[config.mk]
export PLATFORM = sky130hd
export DESIGN_NAME = bscan_spi_readback_packer
export DESIGN_NICKNAME = d
export VERILOG_FILES = /design/src/rtl/bscan_spi_readback_packer.sv
export SDC_FILE = /design/constraint.sdc
export NUM_CORES = 1
export LEC_CHECK = 0
export ABC_CLOCK_PERIOD_IN_PS = 4500
export CAP_MARGIN = 40
export CORE_MARGIN = 5
export CORE_UTILIZATION = 64
export CTS_BUF_LIST = sky130_fd_sc_hd__clkbuf_8
export CTS_CLUSTER_DIAMETER = 150
export DETAILED_ROUTE_END_ITERATION = 8
export GPL_TIMING_DRIVEN = 1
export HOLD_SLACK_MARGIN = 0.03
export PLACE_DENSITY = 0.9
export SLEW_MARGIN = 20
export SYNTH_ARGS = -nofsm -noshare
export SYNTH_HDL_FRONTEND = slang
export SYNTH_SLANG_ARGS = --single-unit
[constraint.sdc]
create_clock -name DRCK1 -period 4.5 [get_ports DRCK1]
set_input_delay 0.45 -clock DRCK1 [delete_from_list [all_inputs] [get_ports DRCK1]]
set_output_delay 0.45 -clock DRCK1 [all_outputs]
set_load 0.02 [all_outputs]
[src/rtl/bscan_spi_readback_packer.sv]
// Packs the qualified MISO stream MSB-first into bytes, keeps a CRC-16 and byte count per frame,
// and serialises {byte_count, crc} as a 32-bit trailer on tdo once the frame has closed.
//
// state   | meaning
// --------+----------------------------------------------------------
// IDLE    | waiting for frame_start, samples ignored
// COLLECT | shifting valid MISO bits into bytes, updating CRC
// FLUSH   | padding the partial last byte with zeros
// TRAILER | trailer loaded, shifted out on trailer_shift
module bscan_spi_readback_packer #(
   parameter logic [15:0] CRC_INIT = 16'hFFFF,
   parameter logic [15:0] CRC_POLY = 16'h1021
) (
   input  logic        DRCK1,
   input  logic        rst,
   input  logic        frame_start,
   input  logic        bit_valid,
   input  logic        miso,
   input  logic        frame_end,
   input  logic        trailer_shift,
   output logic [7:0]  byte_data,
   output logic        byte_valid,
   output logic [15:0] byte_count,
   output logic [15:0] crc,
   output logic        tdo,
   output logic        done,
   output logic        overrun
);

   typedef enum logic [1:0] {IDLE, COLLECT, FLUSH, TRAILER} state_t;

   state_t      state;
   logic [6:0]  sr;
   logic [2:0]  idx;
   logic [31:0] trailer_sr;

   logic        step_bit;
   logic        fb;
   logic [15:0] crc_next;
   logic [15:0] count_next;
   logic        byte_last;

   // FLUSH pads with zeros, so the shared bit step sees 0 there
   assign step_bit   = (state == COLLECT) ? miso : 1'b0;
   assign fb         = crc[15] ^ step_bit;
   assign crc_next   = {crc[14:0], 1'b0} ^ (fb ? CRC_POLY : 16'h0000);
   assign count_next = (byte_count == 16'hFFFF) ? byte_count : byte_count + 16'd1;
   assign byte_last  = (idx == 3'd7);
   assign tdo        = trailer_sr[31];

   always_ff @(posedge DRCK1 or posedge rst) begin
      if (rst) begin
         state      <= IDLE;
         sr         <= '0;
         idx        <= '0;
         trailer_sr <= '0;
         byte_data  <= '0;
         byte_valid <= 1'b0;
         byte_count <= '0;
         crc        <= CRC_INIT;
         done       <= 1'b0;
         overrun    <= 1'b0;
      end else begin
         byte_valid <= 1'b0;
         if (frame_start) begin
            state      <= COLLECT;
            sr         <= '0;
            idx        <= '0;
            trailer_sr <= '0;
            byte_count <= '0;
            crc        <= CRC_INIT;
            done       <= 1'b0;
            overrun    <= 1'b0;
         end else begin
            case (state)
               IDLE: ;
               COLLECT: begin
                  if (bit_valid) begin
                     crc <= crc_next;
                     sr  <= {sr[5:0], miso};
                     idx <= idx + 3'd1;
                     if (byte_last) begin
                        byte_data  <= {sr, miso};
                        byte_valid <= 1'b1;
                        byte_count <= count_next;
                     end
                  end
                  // a coincident bit is consumed first, so decide on the post-bit index
                  if (frame_end) begin
                     if (bit_valid ? byte_last : (idx == 3'd0)) begin
                        state      <= TRAILER;
                        done       <= 1'b1;
                        trailer_sr <= bit_valid ? {count_next, crc_next} : {byte_count, crc};
                     end else begin
                        state <= FLUSH;
                     end
                  end
               end
               FLUSH: begin
                  if (bit_valid) overrun <= 1'b1;
                  crc <= crc_next;
                  sr  <= {sr[5:0], 1'b0};
                  idx <= idx + 3'd1;
                  if (byte_last) begin
                     byte_data  <= {sr, 1'b0};
                     byte_valid <= 1'b1;
                     byte_count <= count_next;
                     state      <= TRAILER;
                     done       <= 1'b1;
                     trailer_sr <= {count_next, crc_next};
                  end
               end
               TRAILER: begin
                  if (bit_valid) overrun <= 1'b1;
                  if (trailer_shift) trailer_sr <= {trailer_sr[30:0], 1'b0};
               end
               default: state <= IDLE;
            endcase
         end
      end
   end

endmodule

* After elaboration in Yosys (flattened, before gate mapping)
Cells that the tools add are included.
** Operators by class
- Add/sub/neg operators :: 2
- Equality and inequality tests :: 13
- Multiplexer cells :: 45
- Bitwise logic cells :: 3
- Reduce and logical (&&, ||, !) cells :: 13
** Operators with widths (number)
- 2-to-1 mux 32 bit :: 6
- 2-to-1 mux 16 bit :: 6
- one-hot mux 32 bit (3 select lines) :: 1
- one-hot mux 16 bit (2 select lines) :: 2
- 2-to-1 mux 8 bit :: 3
- adder 16 x 1 -> 16 bit, second input constant :: 1
- == test 16 bit, second input constant :: 1
- one-hot mux 8 bit (2 select lines) :: 1
- bitwise XOR 16 x 13 -> 16 bit :: 1
- 2-to-1 mux 7 bit :: 2
- one-hot mux 7 bit (2 select lines) :: 1
- 2-to-1 mux 1 bit :: 13
- 2-to-1 mux 13 bit :: 1
- inequality test 3 bit, second input constant :: 4
- AND reduction 5 bit :: 2
- 2-to-1 mux 2 bit :: 3
- 2-to-1 mux 3 bit :: 2
- inequality test 2 bit, second input constant :: 3
- one-hot mux 3 bit (2 select lines) :: 1
- nonzero test 2 bit :: 3
- == test 2 bit, second input constant :: 2
- one-hot mux 1 bit (2 select lines) :: 2
- one-hot mux 2 bit (2 select lines) :: 1
- AND reduction 2 bit :: 2
- other kinds (12) :: 12
** Word-level totals
- Register bits after elaboration :: 87
- Input port bits :: 7
- Output and inout bits :: 44
- Logic and storage cells :: 86

* Longest topological paths before layout
Gate-level depths: netlist of the first run.
- Depth in word-level cells :: 10
- Gate-level depth with buffers :: 10
- Gate-level depth less buffers :: 7

* Worst setup path before layout of the first run
OpenSTA, ideal clock, no wires.
- Path type :: register to register
- Start point :: register byte_count[0]
- End point :: register trailer_sr[26]
- Setup time :: 0.122 ns
- Arrival time :: 2.025 ns
- Data required time :: 4.378 ns
- Slack :: 2.354 ns
- Stages on the path, launching flop included :: 8
- Buffers on the path :: 1
- Period minus slack after synthesis :: 2.146 ns
- Cells stage by stage :: dfrtp_1 > ha_1 > buf_2 > nand4_4 > a2111oi_4 > a21oi_1 > nand3b_1 > a32o_1
** Between the ends
- Longest elaborated chain between the ends :: 7
- Elaborated cells on any way between the ends :: 9
- Classes of those cells :: add/sub: 1; eq/ne: 1; mux: 7
** Ends and longest elaborated chain
- start, declared :: line 23 : output logic [15:0] byte_count,
- start signal, assigned :: line 85 : byte_count <= count_next;
- start signal, assigned :: line 107 : byte_count <= count_next;
- adder 16 x 1 -> 16 bit / == test 16 bit (equally long branches) :: line 47 : assign count_next = (byte_count == 16'hFFFF) ? byte_count : byte_count + 16'd1;
- 2-to-1 mux 16 bit * :: line 47
- 2-to-1 mux 32 bit :: line 93 : trailer_sr <= bit_valid ? {count_next, crc_next} : {byte_count, crc};
- 2-to-1 mux 32 bit :: line 90 : if (bit_valid ? byte_last : (idx == 3'd0)) begin
- 2-to-1 mux 32 bit :: line 89 : if (frame_end) begin
- one-hot mux 32 bit (3 select lines) * :: line 75 : case (state)
- 2-to-1 mux 32 bit * :: line 65 : if (frame_start) begin
- end signal, assigned :: line 93
- end signal, assigned :: line 110 : trailer_sr <= {count_next, crc_next};
- end signal, assigned :: line 115 : if (trailer_shift) trailer_sr <= {trailer_sr[30:0], 1'b0};
- end, declared :: line 35 : logic [31:0] trailer_sr;
Every way passes the cells marked *; elsewhere a longest branch is shown, timed or not. The select of a mux whose other input is x is not followed.
A chain may end at the register's enable or synchronous reset.

* Final worst setup path of the first run
- Start point :: register state[0]
- End point :: register trailer_sr[19]
** Between the ends
- Longest elaborated chain between the ends :: 3
- Elaborated cells on any way between the ends :: 11
- Classes of those cells :: eq/ne: 7; mux: 2; reduce/logical: 2
** Ends and longest elaborated chain
- start, declared :: line 32 : state_t state;
- start signal, assigned :: line 53 : state <= IDLE;
- start signal, assigned :: line 66 : state <= COLLECT;
- start signal, assigned :: line 91 : state <= TRAILER;
- == test 2 x 1 -> 1 bit / == test 2 bit (equally long branches) :: line 75
- inequality test 3 x 2 -> 1 bit (no line), or another cell as far along
- AND reduction 5 bit (no line) / 2-to-1 mux 32 bit (equally long branches)
Parallel ways exist; a longest one is shown, timed or not.

==> flow_summary_export.csv, run 1 <==
group,metric,value,unit
layout,areaGrowthSynthToFinish,14.96,%
placed_design,dpl_cell_area,5624,um2
placed_design,gp_congestion,0.9591,
power_and_ir_drop,vdd_ir_drop_max,424.6,uV
timing,hold_slack,399.3,ps
floorplanning,die_x,99.07,um
yosys,synth.distinct_cells,69,
yosys,synth_edf_count,0,
clocking,cts_setup_buffers,0,
power_and_ir_drop,p_leak,2.433,nW
route,vias,4673,
layout,drive_gt1_share,12.71,%
route,route.detailed.drc,0,
timing,finalCritPeriodShare,63.26,%
route,drtIter0Drc,584,
clocking,cts_tree,"yes",
timing,min_period,2847,ps
timing,setup_viol,0,
global_route,grt.total_usage,27.87,%
placed_design,io_buffers,50,
yosys,synthFlopType,"dfrtp_1",
floorplanning,die_h,99.07,um
floorplanning,start_util,65.71,%
power_and_ir_drop,powerDensity,515.1,nW/um2
timing,rsz0062_at_grt,"no",
clocking,cts_root_buf,"clkbuf_8",
route,firstDrtPassIters,7,
critical_path,critPathLaunchType,"flip-flop",
clocking,cts_buffers,9,
critical_path,r2r_setup_slack,1650,ps
floorplanning,die-area,9815,um2
yosys,ys_seq_elements,87,
yosys,synth_simple_gate_area_share,23.58,%
route,route.antenna.remaining_nets,0,
power_and_ir_drop,intPower,1.788,mW
timing,worst_pin_slew,680.8,ps
job,drv_cap,0,
layout,antenna_cells,0,
clocking,clk_pin_slew,90,ps
critical_path,cp_data_arrival_time,3100,ps
route,wl_per_cell,19.55,um
timing,hold_viol_final,0,
placed_design,dp_hpwl,8.981,mm
yosys,syn-cell-area,5077,um2
global_route,grt_pass1_wl,22.43,mm
clocking,hold_buffers,0,
layout,n_fill_cell,541,
timing,relSlewSlack,54.46,%
power_and_ir_drop,p_comb_share,42.0,%
clocking,clock_latency,370,ps
power_and_ir_drop,sw_frac_of_total,40.52,%
layout,instances_no_fill,692,
yosys,syn_nets,571,
yosys,synth.area.mux_share,2.785,%
placed_design,place_inst,676,
clocking,cts.sinks,87,
yosys,synth-xor-area-share,3.130,%
yosys,ys_top_cells_by_area,"dfrtp_1 (35%), dfstp_2 (8.3%), nand2_1 (6.5%)",
yosys,syn-instance-count,557,
floorplanning,num_io_pins,51,
power_and_ir_drop,pwr-share-seq,38.3,%
route,viasPerCell,6.753,
floorplanning,core-area,7727,um2
route,routed_wl,13.53,mm
global_route,antenna_found_initial,0,
yosys,async_flop_share,100.0,%
min_path,hold_path_class,"in2async",
power_and_ir_drop,total_power,3.007,mW
clocking,htree_levels,3,
timing,fmax,0.3513,GHz
clocking,cts_resized,0,
power_and_ir_drop,pwr-share-clk,19.7,%
yosys,ys_seq_area_share,43.27,%
global_route,grt_pass1_vias,4408,
layout,final_area,5837,um2
timing,skew,13.16,ps
clocking,cts_buffer_depth,2,
critical_path,required,4760,ps
layout,nNetsFinal,599,
floorplanning,num_rows,32,
yosys,synth_compound_area_share,20.03,%
yosys,synth_top_family_by_area,"simple AND/OR/NAND/NOR gates",
timing,drv_slew,0,
global_route,grt_start_max_net_pins,51,
yosys,yosysTopAreaCell,"dfrtp_1",
global_route,overflow,0,
critical_path,critPathKind,"reg2reg",
status,status,"completed",
timing,setup_tns,0,ps
yosys,synth_fa_ha_area_share,1.725,%
yosys,synth.top_cell.area_share,34.99,%
critical_path,endpoint_kind,"flip-flop",
yosys,ys_warn_count,0,
power_and_ir_drop,p_sw,1.218,mW
critical_path,worstPathMaxFanout,50,
yosys,syn_area_per_cell,9.116,um2
[logic make-up after synthesis]
group	Yosys count
AOI/OAI and AO/OA	136
xor gates and xnor gates	15
adders and majority gates	7
buffers and inverters	65
DFF	87
muxes	13
and+or+nand+nor	234
[placed cells by master, fill, tap and decap left out, types with 14 or more instances in the layout]
| cell | Yosys | routed |
|---|---|---|
| dfrtp_1 | 71 | 71 |
| nor2_1 | 34 | 34 |
| nor3_1 | 14 | 14 |
| a21oi_1 | 36 | 35 |
| nand3_1 | 42 | 42 |
| o21ai_0 | 16 | 16 |
| clkdlybuf4s50_1 | 0 | 49 |
| dfstp_2 | 16 | 16 |
| nand2_1 | 88 | 88 |
| o31ai_1 | 19 | 19 |
| inv_1 | 17 | 16 |
[Yosys cell counts (all sizes together) (2+ instances only)]
master	count
xnor3	2
or4	6
o311ai	2
and4	3
a22o	4
xnor2	10
a21o	2
buf	23
mux2i	4
nand2	88
o311a	2
dfstp	16
a211oi	3
dfrtp	71
or3	5
nand4	6
clkinv	2
a221oi	3
nor4	7
xor2	3
a222oi	13
and3	5
o21ai	19
nand2b	6
inv	17
o31ai	19
and2	2
nor3	15
a21oi	36
a31oi	3
mux2	9
nor2	34
clkbuf	23
o211ai	6
nor2b	4
ha	7
nand3	45
nor4b	2
a2111oi	3
nand3b	3
o41ai	5
a32o	6
[power groups by stage]
stage          combinational (mW)  clock (mW)  sequential (mW)
4_1_cts                      1.25       0.592             1.15
3_5_place_dp                 1.24           0             1.16
3_3_place_gp                 1.18           0             1.15
5_1_grt                      1.37       0.630             1.18
2_1_floorplan               0.806           0             1.19
6_report                     1.26       0.591             1.15
[flip-flops by register name, summed over array words and instances, names as in the netlist]
| register | cells |
|---|---|
| trailer_sr | 32 |
| byte_count | 16 |
| crc | 16 |
| byte_data | 8 |
| sr | 7 |
| idx | 3 |
| state | 2 |
| byte_valid | 1 |
| done | 1 |
| overrun | 1 |
[area by class of cell]
class | count | area [um2] | share of cell area (%)
clock buffers | 10 | 137.6 | 2.358
repair buffers | 63 | 609.3 | 10.44
well taps | 102 | 127.6 | 2.186
clock inverters | 6 | 75.07 | 1.286
multi-input cells | 405 | 2618 | 44.84
flip-flops and latches | 87 | 2197 | 37.64
inverters | 19 | 72.57 | 1.243
[per-layer routing]
metal	wire (um)	up-vias	track usage (%)
li1	-	2101	-
met1	5570	2292	39.14
met2	6512	250	43.44
met3	1188	30	5.732
met4	259	0	8.929
met5	0	-	0
[metrics by stage]
stage	utilization, %	setup slack [ps]
finish	75.53	1653
global route	75.53	1563
CTS	75.53	1716
detailed placement	72.78	1652
global placement	72.28	1716
floorplan	-	1826
[final timing paths]
| path | startpoint | to | depth (start not counted) |
|---|---|---|---|
| worst max-delay path | state[0] | trailer_sr[19] | 9 |
| worst min-delay path | rst | sr[1] | 2 |
| worst max register to register | state[0] | trailer_sr[19] | 9 |
| worst min register to register | trailer_sr[14] | trailer_sr[14] | 2 |
| max in group asynchronous | rst | crc[6] | 4 |
| min in group DRCK1 | trailer_sr[14] | trailer_sr[14] | 2 |
[worst max-delay path, cell delays in order (launching register included)]
cell and delay (ps):
dfrtp_1 420, inv_1 60, ha_1 280, buf_4 250, or3_1 330, o2111a_1 190
a21oi_4 150, buf_4 440, nor2_1 280, a32o_1 290
No activity file was read; power rests on OpenSTA's default activity.
==> run 2, diff against run 1 <==
ABC_CLOCK_PERIOD_IN_PS = 2670   (was 4500)
CORE_UTILIZATION = 59   (was 64)
PLACE_DENSITY = 0.84   (was 0.9)
clock period = 2.67 ns   (was 4.5 ns; I/O delays follow)
==> flow_summary_export.csv, run 2 (same netlist as run 1, synthesis figures left out) <==
group,metric,value,unit
route,drtIter0Drc,572,
timing,drv_slew,0,
global_route,grt_start_max_net_pins,54,
placed_design,io_buffers,50,
layout,nNetsFinal,613,
placed_design,gp_congestion,0.9465,
clocking,cts_tree,"yes",
route,routed_wl,13.73,mm
timing,finalCritPeriodShare,90.30,%
global_route,grt.total_usage,27.66,%
route,viasPerCell,6.492,
clocking,cts.sinks,87,
min_path,hold_path_class,"in2async",
timing,hold_viol_final,0,
timing,worst_pin_slew,711.9,ps
floorplanning,start_util,61.18,%
clocking,cts_root_buf,"clkbuf_8",
layout,top_regs,"trailer_sr (32), byte_count (16), crc (16)",
timing,timing.final.ws_setup,259.0,ps
clocking,clock_latency,370,ps
power_and_ir_drop,p_leak,2.508,nW
timing,setup_tns,0,ps
critical_path,crit_path_max_incr_delay,540,ps
route,wl_per_cell,19.36,um
clocking,cts_buffer_depth,2,
timing,rsz0062_at_grt,"no",
clocking,cts_buffers,9,
floorplanning,core-area,8299,um2
layout,largest_reg_flops,32,
job,drv_cap,0,
timing,setup_viol,0,
floorplanning,die_x,102.8,um
route,route.detailed.drc,0,
clocking,clk_pin_slew,100,ps
critical_path,required,2910,ps
layout,final_area,5968,um2
timing,relSlewSlack,52.36,%
layout,largest-register,"trailer_sr",
placed_design,pre_cts_slack,328.8,ps
placed_design,dpl_cell_area,5742,um2
layout,instances_no_fill,709,
status,status,"completed",
critical_path,crit_path_top_delay_cell,"o41ai_4",
layout,drive_gt1_share,14.90,%
clocking,htree_levels,3,
critical_path,critPathKind,"reg2reg",
critical_path,cp_top_family,"compound AO/OA/AOI/OAI gates",
floorplanning,num_io_pins,51,
critical_path,critPathLaunchType,"flip-flop",
layout,layout_common_cells,"nand2_1 (88), dfrtp_1 (71), clkdlybuf4s50_1 (49)",
critical_path,endpoint_kind,"flip-flop",
timing,skew,17.44,ps
clocking,hold_buffers,0,
route,firstDrtPassIters,8,
critical_path,cp_data_arrival_time,2660,ps
power_and_ir_drop,powerDensity,871.5,nW/um2
layout,antenna_cells,0,
critical_path,crit_buf_inv,0,
route,vias,4603,
critical_path,worstPathMaxFanout,10,
global_route,antenna_found_initial,0,
global_route,overflow,0,
layout,layout_commonest_cell,"nand2_1",
power_and_ir_drop,vdd_ir_drop_max,648.2,uV
global_route,grt_pass1_wl,23.07,mm
global_route,grt_pass1_vias,4575,
timing,min_period,2411,ps
placed_design,place_inst,693,
timing,fmax,0.4148,GHz
floorplanning,num_rows,33,
floorplanning,die-area,10560,um2
layout,n_fill_cell,603,
floorplanning,die_h,102.8,um
critical_path,path_cells,"ha_1 -> nand4_4 -> o41ai_4 -> mux2i_1 -> a21oi_1 -> a22o_1",
layout,areaGrowthSynthToFinish,17.55,%
placed_design,dp_hpwl,9.304,mm
route,route.antenna.remaining_nets,0,
==> run 2: cell types whose count changed in the layout (fill, tap and decap cells not counted), sizes merged <==
cell,before,now
buf,14,28
clkbuf,10,9
clkinv,4,2
bufinv,1,2
clkinvlp,1,3
==> run 2: cell type report <==
| cell class | instances | area (um2) | share of cell area (%) |
|---|---|---|---|
| repair buffers | 77 | 723.2 | 12.12 |
| flip-flops and latches | 87 | 2197 | 36.81 |
| clock inverters | 7 | 96.34 | 1.614 |
| well taps | 105 | 131.4 | 2.201 |
| multi-input cells | 405 | 2620 | 43.90 |
| inverters | 19 | 76.32 | 1.279 |
| clock buffers | 9 | 123.9 | 2.075 |
==> run 2: report_power, final <==
part           internal, mW  switching (mW)  total (mW)
sequential             1.68           0.261        1.94
clock                 0.531           0.505        1.04
combinational         0.936            1.29        2.23
==> run 2: worst reg2reg max path: cells and delay by family, from the launching register on <==
family                     cells  cell delay (ps)
AOI/OAI and AO/OA              3              830
adders and majority gates      1              420
DFF                            1              520
muxes                          1              260
and+or+nand+nor                1              270
==> run 2: worst paths after layout <==
kind	startpoint	to	cells past startpoint	slack, ps
worst min register to register	trailer_sr[30]	trailer_sr[30]	2	490
worst max-delay path	byte_count[0]	trailer_sr[17]	6	260
max in group asynchronous	rst	crc[12]	3	1720
worst max register to register	byte_count[0]	trailer_sr[17]	6	260
min in group DRCK1	frame_start	overrun	2	400
worst min-delay path	rst	trailer_sr[24]	2	250
==> run 2: metal layers <==
| metal | routed length, um | track usage, % | up-vias |
|---|---|---|---|
| li1 | - | - | 2123 |
| met1 | 6055 | 39.26 | 2235 |
| met2 | 6407 | 42.95 | 216 |
| met3 | 981 | 3.992 | 29 |
| met4 | 281 | 11.06 | 0 |
| met5 | 0 | 0 | - |
==> run 2: timing repair <==
item / in CTS / in global routing
gates resized for setup: 0 / 2
endpoints found under the setup margin: 0 / 1
buffers inserted: 0 / 0
==> run 2: stage by stage <==
| step | power (mW) | hold WS, ps | util [%] |
|---|---|---|---|
| 2_1_floorplan | 3.371 | 438.1 | - |
| 3_3_place_gp | 4.068 | 459.5 | 69.18 |
| 3_5_place_dp | 4.144 | 470.6 | 69.18 |
| 4_1_cts | 5.189 | 265.2 | 71.84 |
| 5_1_grt | 5.520 | 295.8 | 71.91 |
| 6_report | 5.201 | 249.1 | 71.91 |
==> run 3, diff against run 2 <==
CORE_UTILIZATION = 55   (was 59)
PLACE_DENSITY = 0.79   (was 0.84)
SLEW_MARGIN = 10   (was 20)
==> flow_summary_export.csv, run 3 (same netlist as run 1, synthesis figures left out) <==
group,metric,value,unit
global_route,antenna_found_initial,0,
route,wl_per_cell,19.33,um
clocking,hold_buffers,0,
global_route,grt_pass1_wl,23.47,mm
power_and_ir_drop,powerDensity,859.4,nW/um2
status,status,"completed",
timing,hold_viol_final,0,
floorplanning,num_io_pins,51,
clocking,cts_tree,"yes",
power_and_ir_drop,p_leak,2.531,nW
timing,skew,13.78,ps
layout,areaGrowthSynthToFinish,18.21,%
clocking,cts_setup_buffers,0,
job,drv_cap,0,
timing,worst_pin_slew,639.8,ps
route,wl_met1,5.955,mm
floorplanning,core-area,9109,um2
route,drtIter0Drc,544,
clocking,cts.sinks,87,
timing,min_period,2377,ps
clocking,cts_buffers,9,
route,route.antenna.remaining_nets,0,
power_and_ir_drop,p_sw,2.094,mW
timing,fmax,0.4207,GHz
layout,drive_gt1_share,15.30,%
timing,rsz0062_at_grt,"no",
critical_path,endpoint_kind,"flip-flop",
placed_design,dp_hpwl,9.594,mm
power_and_ir_drop,intPower,3.065,mW
global_route,grt_start_max_net_pins,46,
floorplanning,die-area,11250,um2
floorplanning,num_rows,35,
timing,setup_tns,0,ps
global_route,grt_pass1_vias,4617,
power_and_ir_drop,pwr-share-seq,37.5,%
route,route.met3.wl,927,um
layout,antenna_cells,0,
layout,largest_reg_flops,32,
timing,relSlewSlack,57.35,%
power_and_ir_drop,pwr-share-clk,19.5,%
critical_path,required,2980,ps
min_path,hold_path_class,"in2async",
clocking,htree_levels,3,
timing,drv_slew,0,
layout,nNetsFinal,617,
critical_path,worstPathMaxFanout,11,
layout,top_regs,"trailer_sr (32), byte_count (16), crc (16)",
clocking,cts_resized,0,
critical_path,cp_data_arrival_time,2690,ps
timing,finalCritPeriodShare,89.02,%
power_and_ir_drop,vdd_ir_drop_max,646.4,uV
route,wl_met2,6.800,mm
power_and_ir_drop,p_comb_share,43.0,%
global_route,overflow,0,
clocking,cts_buffer_depth,2,
route,routed_wl,13.90,mm
critical_path,critPathKind,"reg2reg",
layout,layout_common_cells,"nand2_1 (88), dfrtp_1 (71), clkdlybuf4s50_1 (49)",
route,viasPerCell,6.465,
layout,largest-register,"trailer_sr",
critical_path,critPathLaunchType,"flip-flop",
floorplanning,die_h,106.1,um
timing,hold_slack,252.4,ps
clocking,clock_latency,370,ps
route,route.detailed.drc,0,
floorplanning,start_util,55.74,%
clocking,clk_pin_slew,110,ps
layout,layout_commonest_cell,"nand2_1",
power_and_ir_drop,sw_frac_of_total,40.59,%
global_route,grt.total_usage,25.60,%
route,vias,4648,
placed_design,gp_congestion,0.9009,
clocking,cts_root_buf,"clkbuf_8",
layout,fin_util,65.89,%
timing,setup_viol,0,
layout,n_fill_cell,740,
floorplanning,die_x,106.1,um
route,top_layer_used,"met4",
route,firstDrtPassIters,7,
placed_design,io_buffers,50,
[run 3: cell count changes in the layout (fill, tap and decap cells not counted), sizes merged]
cell      before  now
buf           28   32
clkinvlp       3    1
inv           19   20
clkinv         2    4
bufinv         2    1
[run 3: metrics by stage]
step	setup WS, ps	total power, mW	area [um2]	instances
3_5_place_dp	335.8	4.145	5792	703
3_3_place_gp	388.5	4.063	5792	703
5_1_grt	127.4	5.473	6002	719
4_1_cts	315.7	5.155	6002	719
6_report	293.2	5.158	6002	719
2_1_floorplan	179.3	3.371	5077	557
[run 3: power groups by stage]
| stage | clock [mW] | combinational, mW | sequential [mW] |
|---|---|---|---|
| after floorplan | 0 | 1.36 | 2.01 |
| after global placement | 0 | 2.13 | 1.94 |
| after detailed placement | 0 | 2.20 | 1.95 |
| after CTS | 1.02 | 2.21 | 1.93 |
| after global routing | 1.09 | 2.41 | 1.98 |
| final | 1.01 | 2.22 | 1.93 |
[run 3: final cells by class]
| class | instances | area [um2] | share of cell area, % |
|---|---|---|---|
| clock buffers | 9 | 123.9 | 2.064 |
| clock inverters | 7 | 86.33 | 1.438 |
| inverters | 19 | 72.57 | 1.209 |
| multi-input cells | 405 | 2618 | 43.61 |
| flip-flops and latches | 87 | 2197 | 36.61 |
| well taps | 111 | 138.9 | 2.314 |
| repair buffers | 81 | 765.7 | 12.76 |
[run 3: worst max-delay path, stage by stage, from the launching register on]
cell and delay [ps]:
dfrtp_1 550, nand4_4 290, buf_4 260, nor3_2 410
nor3_1 130, a2111oi_0 490, a22o_1 190
[run 3: final timing paths]
path	from	end	slack (ps)	cells past startpoint
min	rst	byte_data[1]	250	2
max reg2reg	byte_count[7]	trailer_sr[20]	290	6
min in group DRCK1	frame_start	state[1]	430	2
max in group asynchronous	rst	byte_count[13]	1720	3
max	byte_count[7]	trailer_sr[20]	290	6
min reg2reg	trailer_sr[3]	trailer_sr[3]	490	2
[run 3: metal layers]
layer	up-vias	track usage (%)
li1	2125	-
met1	2279	35.40
met2	217	41.71
met3	27	4.129
met4	0	7.493
met5	-	0
